## src/rtl/psum_writeback_pkg.sv

```systemverilog
// Shared definitions for the psum writeback path: default geometry,
// FSM state encodings and active-low SRAM control levels.
package psum_writeback_pkg;

  localparam int unsigned COL     = 8;
  localparam int unsigned PSUM_BW = 16;
  localparam int unsigned ADDR_BW = 11;
  localparam int unsigned LEN_BW  = 11;

  // 3-bit encodings, shared with the L0/psum SRAM controllers
  typedef enum logic [2:0] {
    ST_IDLE = 3'd0,
    ST_WR   = 3'd1,
    ST_RD   = 3'd2,
    ST_ADD  = 3'd3,
    ST_DONE = 3'd4
  } wb_state_e;

  // SRAM control pins are active-low
  localparam logic CEN_ON  = 1'b0;
  localparam logic CEN_OFF = 1'b1;
  localparam logic WEN_WR  = 1'b0;
  localparam logic WEN_RD  = 1'b1;

endpackage

```

## src/rtl/psum_writeback_vec_add.sv

```systemverilog
// vec_add: per-lane two's complement adder, result wraps modulo 2^psum_bw.
//  a      in  col*psum_bw  first operand vector
//  b      in  col*psum_bw  second operand vector
//  sum_c  out col*psum_bw  lane-wise a+b (combinational)
module vec_add #(
  parameter int unsigned col     = 8,
  parameter int unsigned psum_bw = 16
) (
  input  logic [col*psum_bw-1:0] a,
  input  logic [col*psum_bw-1:0] b,
  output logic [col*psum_bw-1:0] sum_c
);

  // Truncated two's complement add equals unsigned modular add per lane
  for (genvar i = 0; i < col; i++) begin : g_lane
    assign sum_c[i*psum_bw +: psum_bw] = a[i*psum_bw +: psum_bw] + b[i*psum_bw +: psum_bw];
  end

endmodule

```

## src/rtl/psum_writeback.sv

```systemverilog
// psum_writeback: drains OFIFO psum vectors into the psum SRAM, either
// overwriting (1 vector/cycle) or read-modify-write accumulating
// (1 vector/2 cycles). One job = base address, vector count, mode.
//  clk, reset          clock, async active-low reset
//  start/acc/base_addr/len  job descriptor, sampled only in IDLE
//  ofifo_valid/ofifo_out/ofifo_rd  OFIFO head handshake (pop on rd)
//  pmem_cen/wen/a/d/q  psum SRAM port (active-low controls, q one cycle after read)
//  busy, done          job in progress / one-cycle completion pulse
module psum_writeback
  import psum_writeback_pkg::*;
#(
  parameter int unsigned col     = COL,
  parameter int unsigned psum_bw = PSUM_BW,
  parameter int unsigned addr_bw = ADDR_BW,
  parameter int unsigned len_bw  = LEN_BW
) (
  input  logic                    clk,
  input  logic                    reset,
  input  logic                    start,
  input  logic                    acc,
  input  logic [addr_bw-1:0]      base_addr,
  input  logic [len_bw-1:0]       len,
  input  logic                    ofifo_valid,
  input  logic [col*psum_bw-1:0]  ofifo_out,
  output logic                    ofifo_rd,
  output logic                    pmem_cen,
  output logic                    pmem_wen,
  output logic [addr_bw-1:0]      pmem_a,
  output logic [col*psum_bw-1:0]  pmem_d,
  input  logic [col*psum_bw-1:0]  pmem_q,
  output logic                    busy,
  output logic                    done
);

  localparam int unsigned VEC_BW = col * psum_bw;

  wb_state_e           state_q, state_d;
  logic [addr_bw-1:0]  addr_q, addr_d;
  logic [len_bw-1:0]   cnt_q, cnt_d;
  logic                acc_q, acc_d;
  logic [VEC_BW-1:0]   hold_q, hold_d;
  logic [VEC_BW-1:0]   sum_c;
  logic [len_bw-1:0]   cnt_dec_c;

  // Accumulate datapath: popped vector plus current SRAM contents
  vec_add #(
    .col     (col),
    .psum_bw (psum_bw)
  ) u_vec_add (
    .a     (hold_q),
    .b     (pmem_q),
    .sum_c (sum_c)
  );

  // State and datapath registers
  always_ff @(posedge clk or negedge reset) begin
    if (!reset) begin
      state_q <= ST_IDLE;
      addr_q  <= '0;
      cnt_q   <= '0;
      acc_q   <= 1'b0;
      hold_q  <= '0;
    end else begin
      state_q <= state_d;
      addr_q  <= addr_d;
      cnt_q   <= cnt_d;
      acc_q   <= acc_d;
      hold_q  <= hold_d;
    end
  end

  // Next-state, counters and SRAM/OFIFO control
  always_comb begin
    state_d  = state_q;
    addr_d   = addr_q;
    cnt_d    = cnt_q;
    acc_d    = acc_q;
    hold_d   = hold_q;
    ofifo_rd = 1'b0;
    pmem_cen = CEN_OFF;
    pmem_wen = WEN_RD;
    pmem_a   = '0;
    pmem_d   = '0;
    busy     = 1'b1;
    done     = 1'b0;

    // Saturating decrement so the count can never underflow
    cnt_dec_c = (cnt_q != '0) ? cnt_q - len_bw'(1) : '0;

    unique case (state_q)
      ST_IDLE: begin
        busy = 1'b0;
        if (start) begin
          addr_d = base_addr;
          cnt_d  = len;
          acc_d  = acc;
          if (len == '0) state_d = ST_DONE;
          else if (acc)  state_d = ST_RD;
          else           state_d = ST_WR;
        end
      end

      ST_WR: begin
        if (ofifo_valid) begin
          ofifo_rd = 1'b1;
          pmem_cen = CEN_ON;
          pmem_wen = WEN_WR;
          pmem_a   = addr_q;
          pmem_d   = ofifo_out;
          addr_d   = addr_q + addr_bw'(1);
          cnt_d    = cnt_dec_c;
          if (cnt_dec_c == '0) state_d = ST_DONE;
        end
      end

      ST_RD: begin
        if (ofifo_valid) begin
          ofifo_rd = 1'b1;
          pmem_cen = CEN_ON;
          pmem_wen = WEN_RD;
          pmem_a   = addr_q;
          hold_d   = ofifo_out;
          state_d  = ST_ADD;
        end
      end

      ST_ADD: begin
        pmem_cen = CEN_ON;
        pmem_wen = WEN_WR;
        pmem_a   = addr_q;
        pmem_d   = sum_c;
        addr_d   = addr_q + addr_bw'(1);
        cnt_d    = cnt_dec_c;
        if (cnt_dec_c == '0) state_d = ST_DONE;
        else if (acc_q)      state_d = ST_RD;
        else                 state_d = ST_WR;
      end

      ST_DONE: begin
        done    = 1'b1;
        state_d = ST_IDLE;
      end

      default: begin
        busy    = 1'b0;
        state_d = ST_IDLE;
      end
    endcase
  end

endmodule

```

## config.mk

```make
export PLATFORM = sky130hd
export DESIGN_NAME = psum_writeback
export DESIGN_NICKNAME = d
export VERILOG_FILES = /design/src/rtl/psum_writeback_pkg.sv /design/src/rtl/psum_writeback_vec_add.sv /design/src/rtl/psum_writeback.sv
export SDC_FILE = /design/constraint.sdc
export NUM_CORES = 1
export LEC_CHECK = 0
export ABC_AREA = 1
export BUFFER_PORTS_ARGS = -buffer_cell sky130_fd_sc_hd__buf_4
export CORE_AREA = 4 4 180 182
export DETAILED_ROUTE_END_ITERATION = 7
export DIE_AREA = 0 0 184 186
export GPL_TIMING_DRIVEN = 1
export MAX_ROUTING_LAYER = met4
export PLACE_DENSITY = 0.79
export REMOVE_ABC_BUFFERS = 1
export SYNTH_ARGS = -nofsm -noshare
export SYNTH_HDL_FRONTEND = slang
export SYNTH_SLANG_ARGS = --single-unit
```

## constraint.sdc

```tcl
create_clock -name clk -period 4.2 [get_ports clk]
set_clock_uncertainty 0.2 [all_clocks]
set_input_delay 0.21 -clock clk [delete_from_list [all_inputs] [get_ports clk]]
set_output_delay 0.21 -clock clk [all_outputs]
set_load 0.01 [all_outputs]
```

After elaboration in Yosys (flattened, before gate mapping)

Index checks and enable logic that the tools add are counted.

Flip-flop bits (word level): 154
Bits of input ports: 283
Output and inout bits: 144
Word-level logic and storage cells: 61

Add/subtract/negate cells: 10
Equal/unequal tests: 8
Mux-type cells: 27
Reduce and logical (&&, ||, !) cells: 11

Operators with widths:

| operator                                                               | count |
|---|---|
| 128-bit one-hot mux with 2 select lines                                | 1 |
| 16-bit adder                                                           | 8 |
| 128-bit two-way mux                                                    | 1 |
| 11-bit two-way mux                                                     | 6 |
| 11-bit one-hot mux with 3 select lines                                 | 2 |
| 11-bit zero test                                                       | 2 |
| 11-bit one-hot mux with 2 select lines                                 | 1 |
| 3-bit two-way mux                                                      | 6 |
| 3-bit one-hot mux with 4 select lines                                  | 1 |
| 11-bit by 1-bit adder with 11-bit output (second input constant)       | 1 |
| 11-bit nonzero test                                                    | 1 |
| 11-bit by 1-bit subtractor with 11-bit output (second input constant)  | 1 |
| 2-bit != test (second input constant)                                  | 4 |
| 3-bit by 2-bit equality test with 1-bit output (second input constant) | 2 |
| 1-bit two-way mux                                                      | 5 |
| 2-bit two-way mux                                                      | 2 |
| 1-bit one-hot mux with 2 select lines                                  | 2 |
| 2-bit AND reduction                                                    | 2 |
| 4-bit AND reduction                                                    | 1 |
| 4-bit OR reduction                                                     | 1 |
| 3-bit by 1-bit equality test with 1-bit output (second input constant) | 1 |
| 3-bit equality test (second input constant)                            | 1 |
| 3-bit zero test                                                        | 1 |
| 3-bit AND reduction                                                    | 1 |
| other kinds (2)                                                        | 2 |

Longest topological paths before layout

Gate-level depths: netlist of run 1.

Depth after elaboration: 6
Gate-level depth with buffers: 14
Mapped depth without buffers: 14

Modules after synthesis

From an unflattened synthesis of run 1, not the netlist that was laid out.

Cells, all modules: 2541
Area total of the unflattened synthesis: 15630.0 µm²

By module, submodules not included:

| module         | instances | cells an instance | area an instance (µm²) |
|---|---|---|---|
| psum_writeback | 1         | 1130              | 8355.5 |
| vec_add        | 1         | 1411              | 7274.5 |

Worst setup path before layout of run 1

Ideal clock, no wire load.

Path kind: register -> output
From: register hold_q[112]
To: output port pmem_d[122]
Arrival: 2.006 ns
Required time: 3.790 ns
Path slack: 1.784 ns
Stages on the path, launching flop included: 14
Cells stage by stage: dfrtp_1 -> ha_1 -> fa_1 -> nand2_1 -> nand2_1 -> nand2_1 -> nand2_1 -> a21boi_0 -> o21ai_0 -> nand2_1 -> nand2_1 -> nand2_1 -> nand2_1 -> o21ai_0

Word-level cells in the longest chain between the ends: 2

Ends and longest elaborated chain:

| what                                    | RTL line                     | text |
|---|---|---|
| start, declared                         | psum_writeback.sv:41         | `logic [VEC_BW-1:0] hold_q, hold_d;` |
| start signal, assigned                  | psum_writeback.sv:68         | `hold_q <= hold_d;` |
| 16-bit adder                            | psum_writeback_vec_add.sv:16 | `assign sum_c[i*psum_bw +: psum_bw] = a[i*psum_bw +: psum_bw] + b[i*psum_bw +: psum_bw];` |
| 128-bit one-hot mux with 2 select lines | psum_writeback.sv:90         | `unique case (state_q)` |
| end, declared                           | psum_writeback.sv:29         | `output logic [col*psum_bw-1:0] pmem_d,` |

Every way passes these cells.

Worst setup path in the final report of run 1

From: register state_q[2]
To: output port pmem_a[5]

Word-level cells in the longest chain between the ends: 3
Elaborated cells on any way between the ends: 5

Ends and longest elaborated chain:

| what                                                                                                             | RTL line             | text |
|---|---|---|
| start, declared                                                                                                  | psum_writeback.sv:37 | `wb_state_e state_q, state_d;` |
| start signal, assigned                                                                                           | psum_writeback.sv:64 | `state_q <= state_d;` |
| 3-bit by 2-bit equality test with 1-bit output or 3-bit by 1-bit equality test with 1-bit output (tied branches) | psum_writeback.sv:90 |  |
| 2-bit OR reduction (no source line)                                                                              | n/a                  |  |
| 11-bit one-hot mux with 2 select lines (*)                                                                       | psum_writeback.sv:90 |  |
| end, declared                                                                                                    | psum_writeback.sv:28 | `output logic [addr_bw-1:0] pmem_a,` |

Mark *: on every way between the ends. The rest lies on a longest branch, timed or not.

==> impl_metrics.json, run 1 <==
{
  "status": "complete, no violations",
  "ys.flop_type": "dfrtp_1",
  "gp_congestion": 0.981,
  "synth_edf_count": 0,
  "tns_ps": 0,
  "viasPerCell": 5.45,
  "die_w_um": 184,
  "grt-ovfl-total": 0,
  "synth_area_leader_cell": "dfrtp_1",
  "core_um2": 30600,
  "grt_pass1_wl_um": 81900,
  "wl_per_cell_um": 17.3,
  "cts_tree": "built",
  "drv_slew": 0,
  "n_fill_cell": 2620,
  "grtUsageMet1_pct": 35.3,
  "ir_drop_v": 0.000463,
  "path_delay_family": "simple AND/OR/NAND/NOR gates",
  "p_comb_share_pct": 63.8,
  "path_class": "reg2out",
  "crit_path_start_kind": "register",
  "hp-class": "in2reg",
  "fin_cells": 3040,
  "final_core_util_pct": 63.6,
  "p_sw_share_pct": 48.7,
  "port_buffers": 426,
  "crit_slowest_cell": "nor2_1",
  "worstSetupEndpointType": "primary output",
  "async_flop_share_pct": 100,
  "die_y_um": 186,
  "switchingPower_mw": 5.83,
  "yosysMostFrequentCell": "nand2_1",
  "synthesis.area_um2": 13800,
  "p_total_mw": 12.0,
  "relSlewSlack_pct": 40.4,
  "ios": 427,
  "nets": 3042,
  "path_clk_slew_ps": 60,
  "ys_top_cells_by_count": "nand2_1, inv_1, o21ai_0",
  "drt_iter0_drc": 1182,
  "drc": 0,
  "tightest_slew_ps": 894,
  "wirelength_um": 52500,
  "numCtsBuffers": 17,
  "ys_seq_elements": 154,
  "antenna_found_initial": 2,
  "clock.fmax_mhz": 288,
  "worstPathArrival_ps": 3060,
  "report.final.setup_viol": 0,
  "final-hold-violation-count": 0,
  "path_max_fanout": 49,
  "power.leakage_nw": 10.4,
  "ys_types": 43,
  "cts.path.max_buffers": 2,
  "num_vias": 16600,
  "synthTopCellsByArea": "dfrtp_1, nand2_1, ha_1",
  "grt_max_degree": 88,
  "seq_area_frac_synth_pct": 28.0,
  "final_antenna_net_count": 0,
  "first_pass_iters": 5,
  "worstPathRequired_ps": 3790,
  "yosysWarnings": 0,
  "layout-drive-gt1-share_pct": 19.5,
  "setup_slack_ps": 731,
  "max_stage_delay_ps": 590,
  "dp_slack_ps": 1240,
  "dieArea_um2": 34200,
  "postSynthAreaPerCell_um2": 6.63,
  "top_usage_layer": "met2",
  "yosysTopAreaCellShare_pct": 28.0,
  "clkPwrFrac_pct": 14.1,
  "cts-resized-gates": 0,
  "hpwlAfterDp_um": 38600,
  "track_usage_pct": 30.5,
  "dpl.cell_count": 2852,
  "crit_chain": "nor2_8, inv_4, nor2_4, inv_2, nor2_4, inv_4, nand2_1, nor2_1, nor2_1, buf_4",
  "grt_pass1_vias": 16600,
  "post-route-min-period_ps": 3470,
  "cellPowerDensity_nw_per_um2": 615,
  "max_cap_viol_count": 0,
  "syn_to_final_growth_pct": 41.3,
  "rows": 64,
  "internal_power_mw": 6.14,
  "crit_buf_inv": 4,
  "post-route-period-util_pct": 82.6,
  "start_util_pct": 45.0,
  "use_met3_pct": 5.12,
  "rsz0062_at_grt": "no",
  "met2_usage_pct": 52.1,
  "root_buffer": "clkbuf_16",
  "clock_latency_ps": 460,
  "cts_num_sinks": 154,
  "cts-htree-levels": 4,
  "postSynthCellCount": 2078,
  "power_frac_seq_pct": 22.2
}
==> cell usage in the layout (no fill, tap or decap), drive strengths merged, types with 20 or more instances in the layout <==
cell type	netlist	final
o21ai	299	299
dfrtp	154	154
a21oi	149	149
inv	254	256
nand2	562	562
clkbuf	28	20
o22ai	49	49
nand3	107	107
dlygate4sd3	0	154
ha	122	122
buf	35	441
nor2	162	162
==> registers in the layout (all words and copies together), names as in the netlist <==
register	count
cnt_q	11
addr_q	11
acc_q	1
hold_q	128
state_q	3
==> final timing paths <==
path / startpoint / end / slack, ps / depth (start not counted)
max: state_q[2] / pmem_a[5] / 730 / 10
min: acc / state_q[1] / 50 / 7
max reg2reg: state_q[2] / cnt_q[9] / 1540 / 6
min reg2reg: hold_q[61] / hold_q[61] / 280 / 2
max in group asynchronous: reset / hold_q[96] / 2460 / 3
min in group asynchronous: reset / hold_q[64] / 180 / 2
==> worst register-to-register path, delay by kind of cell (launching register included) <==
family          cells  cell delay [ps]
flops               1              490
simple gates        1              450
compound gates      3             1010
buf+inv             2              400
==> power by group through the flow <==
stage	clock network [mW]	logic (mW)	registers, mW
after floorplan	0	4.98	2.53
after global placement	0	7.17	2.62
after detailed placement	0	7.34	2.66
after CTS	1.70	7.51	2.64
after global routing	1.76	8.56	2.73
final	1.68	7.63	2.65
==> layout make-up <==
type                    count  area (um2)  share of cell area, %
flip-flops and latches    154        3850                   19.8
diodes                      2        5.00                 0.0257
multi-input cells        1607        8670                   44.5
well taps                 396         495                   2.55
inverters                 254         963                   4.95
clock buffers              20         457                   2.35
repair buffers            595        4860                   25.0
clock inverters            12         165                  0.849
==> what timing repair did <==
item	in CTS	in global routing
hold buffers	154	0
buffers inserted	0	0
hold endpoints to repair	237	0
==> metal layers <==
layer / routed length, um / vias to the layer above
met4: 2420 / 0
met3: 3880 / 156
met2: 25300 / 784
met5: 0 / -
met1: 20900 / 7594
li1: - / 8044
==> cell families (layout without fill, tap and decap cells) <==
family / after synthesis / in the layout / share of synthesized area (%)
and+or+nand+nor: 879 / 879 / 26.2
AOI/OAI and AO/OA: 567 / 567 / 22.5
buffers and inverters: 317 / 881 / 9.14
DFF: 154 / 154 / 28.0
adders and majority gates: 130 / 130 / 12.2
xor gates and xnor gates: 31 / 31 / 1.97
other: 0 / 2 / 0
==> through the flow <==
stage | cell area, um2 | hold WS, ps
3_5_place_dp | 17300 | 156
2_1_floorplan | 13500 | -286
3_3_place_gp | 17300 | 135
4_1_cts | 19500 | 34.6
6_report | 19500 | 54.6
5_1_grt | 19500 | 65.2
Note: power is estimated with default switching activity, not from simulation.
==> run 2: changes to the inputs <==
==> constraint.sdc (replaced) <==
create_clock -name clk -period 3.6 [get_ports clk]
set_clock_uncertainty 0.2 [all_clocks]
set_input_delay 0.18 -clock clk [delete_from_list [all_inputs] [get_ports clk]]
set_output_delay 0.18 -clock clk [all_outputs]
set_load 0.01 [all_outputs]
==> impl_metrics.json, run 2 (synthesis results as in run 1) <==
{
  "track_usage_pct": 30.1,
  "numCtsBuffers": 17,
  "path_clk_slew_ps": 60,
  "path_max_fanout": 38,
  "worstSetupEndpointType": "primary output",
  "seqCellArea_um2": 3850,
  "num_vias": 16500,
  "grt_pass1_vias": 16400,
  "wirelength_um": 51700,
  "rows": 64,
  "rsz0062_at_grt": "no",
  "nets": 3037,
  "ios": 427,
  "drt_iter0_drc": 1068,
  "drc": 0,
  "reg2reg_setup_slack_ps": 1080,
  "final_core_util_pct": 63.6,
  "crit_chain": "nor2_8, inv_4, nor2_4, inv_2, buf_4, a21oi_1, o21ai_0, o21ai_0, buf_4",
  "hpwlAfterDp_um": 37700,
  "p_total_mw": 13.8,
  "final_antenna_net_count": 0,
  "final_common_cell": "nand2_1",
  "dieArea_um2": 34200,
  "syn_to_final_growth_pct": 41.3,
  "crit_slowest_cell": "dfrtp_1",
  "max_stage_delay_ps": 490,
  "largest_reg_flops": 128,
  "final-hold-violation-count": 0,
  "root_buffer": "clkbuf_16",
  "clkPwrFrac_pct": 13.9,
  "hp-class": "in2reg",
  "gp_congestion": 0.955,
  "holdWs_ps": 23.5,
  "top_register": "hold_q",
  "post-route-min-period_ps": 3410,
  "cellPowerDensity_nw_per_um2": 711,
  "max_cap_viol_count": 0,
  "die_y_um": 186,
  "worstPathArrival_ps": 3030,
  "wl_per_cell_um": 17.0,
  "ir_drop_v": 0.000409,
  "viasPerCell": 5.43,
  "tightest_slew_ps": 1020,
  "cts_tree": "built",
  "core_um2": 30600,
  "tns_ps": 0,
  "clock_latency_ps": 440,
  "path_class": "reg2out",
  "multi_input_area_um2": 8670,
  "most-common-layout-cells": "nand2_1, buf_4, inv_1",
  "grt-ovfl-total": 0,
  "status": "complete, no violations",
  "drv_slew": 0,
  "n_fill_cell": 2693,
  "first_pass_iters": 8,
  "p_comb_share_pct": 63.8,
  "crit_path_start_kind": "register",
  "p_sw_share_pct": 48.4,
  "cts.path.max_buffers": 2,
  "clock.fmax_mhz": 293,
  "die_w_um": 184,
  "power.leakage_nw": 10.3,
  "report.final.setup_viol": 0,
  "internal_power_mw": 7.14,
  "power_frac_seq_pct": 22.3,
  "post-route-period-util_pct": 94.7,
  "cts_num_sinks": 154,
  "layout-drive-gt1-share_pct": 19.3,
  "start_util_pct": 45.0,
  "cts_setup_buffers": 0,
  "port_buffers": 426,
  "worstPathRequired_ps": 3220,
  "switchingPower_mw": 6.70,
  "top_regs": "hold_q: 128 flops, addr_q: 11 flops, cnt_q: 11 flops",
  "grt_pass1_wl_um": 81100,
  "relSlewSlack_pct": 32.0,
  "cts-htree-levels": 4,
  "antenna_found_initial": 3,
  "grt_max_degree": 227
}
run 2: cell count changes in the layout (fill, tap and decap cells not counted), sizes merged:
cell      change
buf           -5
clkbuf        +1
clkinv        -2
clkinvlp      +2
diode         +1
inv           -1
run 2: power by group through the flow:
stage | sequential (mW) | combinational [mW] | clock, mW
2_1_floorplan | 2.95 | 5.82 | 0
3_3_place_gp | 3.06 | 8.37 | 0
3_5_place_dp | 3.09 | 8.53 | 0
4_1_cts | 3.07 | 8.72 | 1.95
5_1_grt | 3.18 | 9.94 | 2.01
6_report | 3.08 | 8.83 | 1.92
run 2: final cells by class:
| type | instances | share of cell area [%] |
|---|---|---|
| multi-input cells | 1607 | 44.5 |
| repair buffers | 590 | 25.0 |
| flip-flops and latches | 154 | 19.8 |
| inverters | 254 | 4.95 |
| well taps | 396 | 2.55 |
| clock buffers | 21 | 2.37 |
| clock inverters | 11 | 0.739 |
| diodes | 3 | 0.0386 |
run 2: worst paths after layout:
| check | startpoint | endpoint | depth (start not counted) |
|---|---|---|---|
| max | state_q[2] | pmem_d[108] | 9 |
| min | acc | state_q[0] | 6 |
| min in group asynchronous | reset | hold_q[71] | 2 |
| min reg2reg | hold_q[73] | hold_q[73] | 2 |
| max reg2reg | cnt_q[0] | state_q[1] | 12 |
| max in group asynchronous | reset | hold_q[26] | 3 |
run 2: stage by stage:
step | instance area [um2] | worst slack [ps] | instances
4_1_cts | 19500 | 188 | 3033
5_1_grt | 19500 | 2.29 | 3036
6_report | 19500 | 192 | 3036
3_5_place_dp | 17300 | 690 | 2847
3_3_place_gp | 17300 | 732 | 2847
2_1_floorplan | 13500 | -473 | 2015
run 2: critical path, delay by kind of cell, from the launching register on:
| family | cells | cell delay (ps) |
|---|---|---|
| AO/OA/AOI/OAI | 3 | 380 |
| flip-flops | 1 | 490 |
| AND/OR/NAND/NOR | 2 | 580 |
| buffers and inverters | 4 | 1110 |
run 2: layer usage:
metal,wire length [um],GRT usage [%],vias up
li1,-,-,8055
met1,21400,36.2,7562
met2,24300,49.6,708
met3,3320,4.32,167
met4,2670,14.8,0
met5,0,-,-
run 2: what timing repair did:
item | in CTS | in global routing
hold buffers | 154 | 0
gates resized for setup | 0 | 1
endpoints found under the hold margin | 203 | 0
endpoints found under the setup margin | 0 | 3
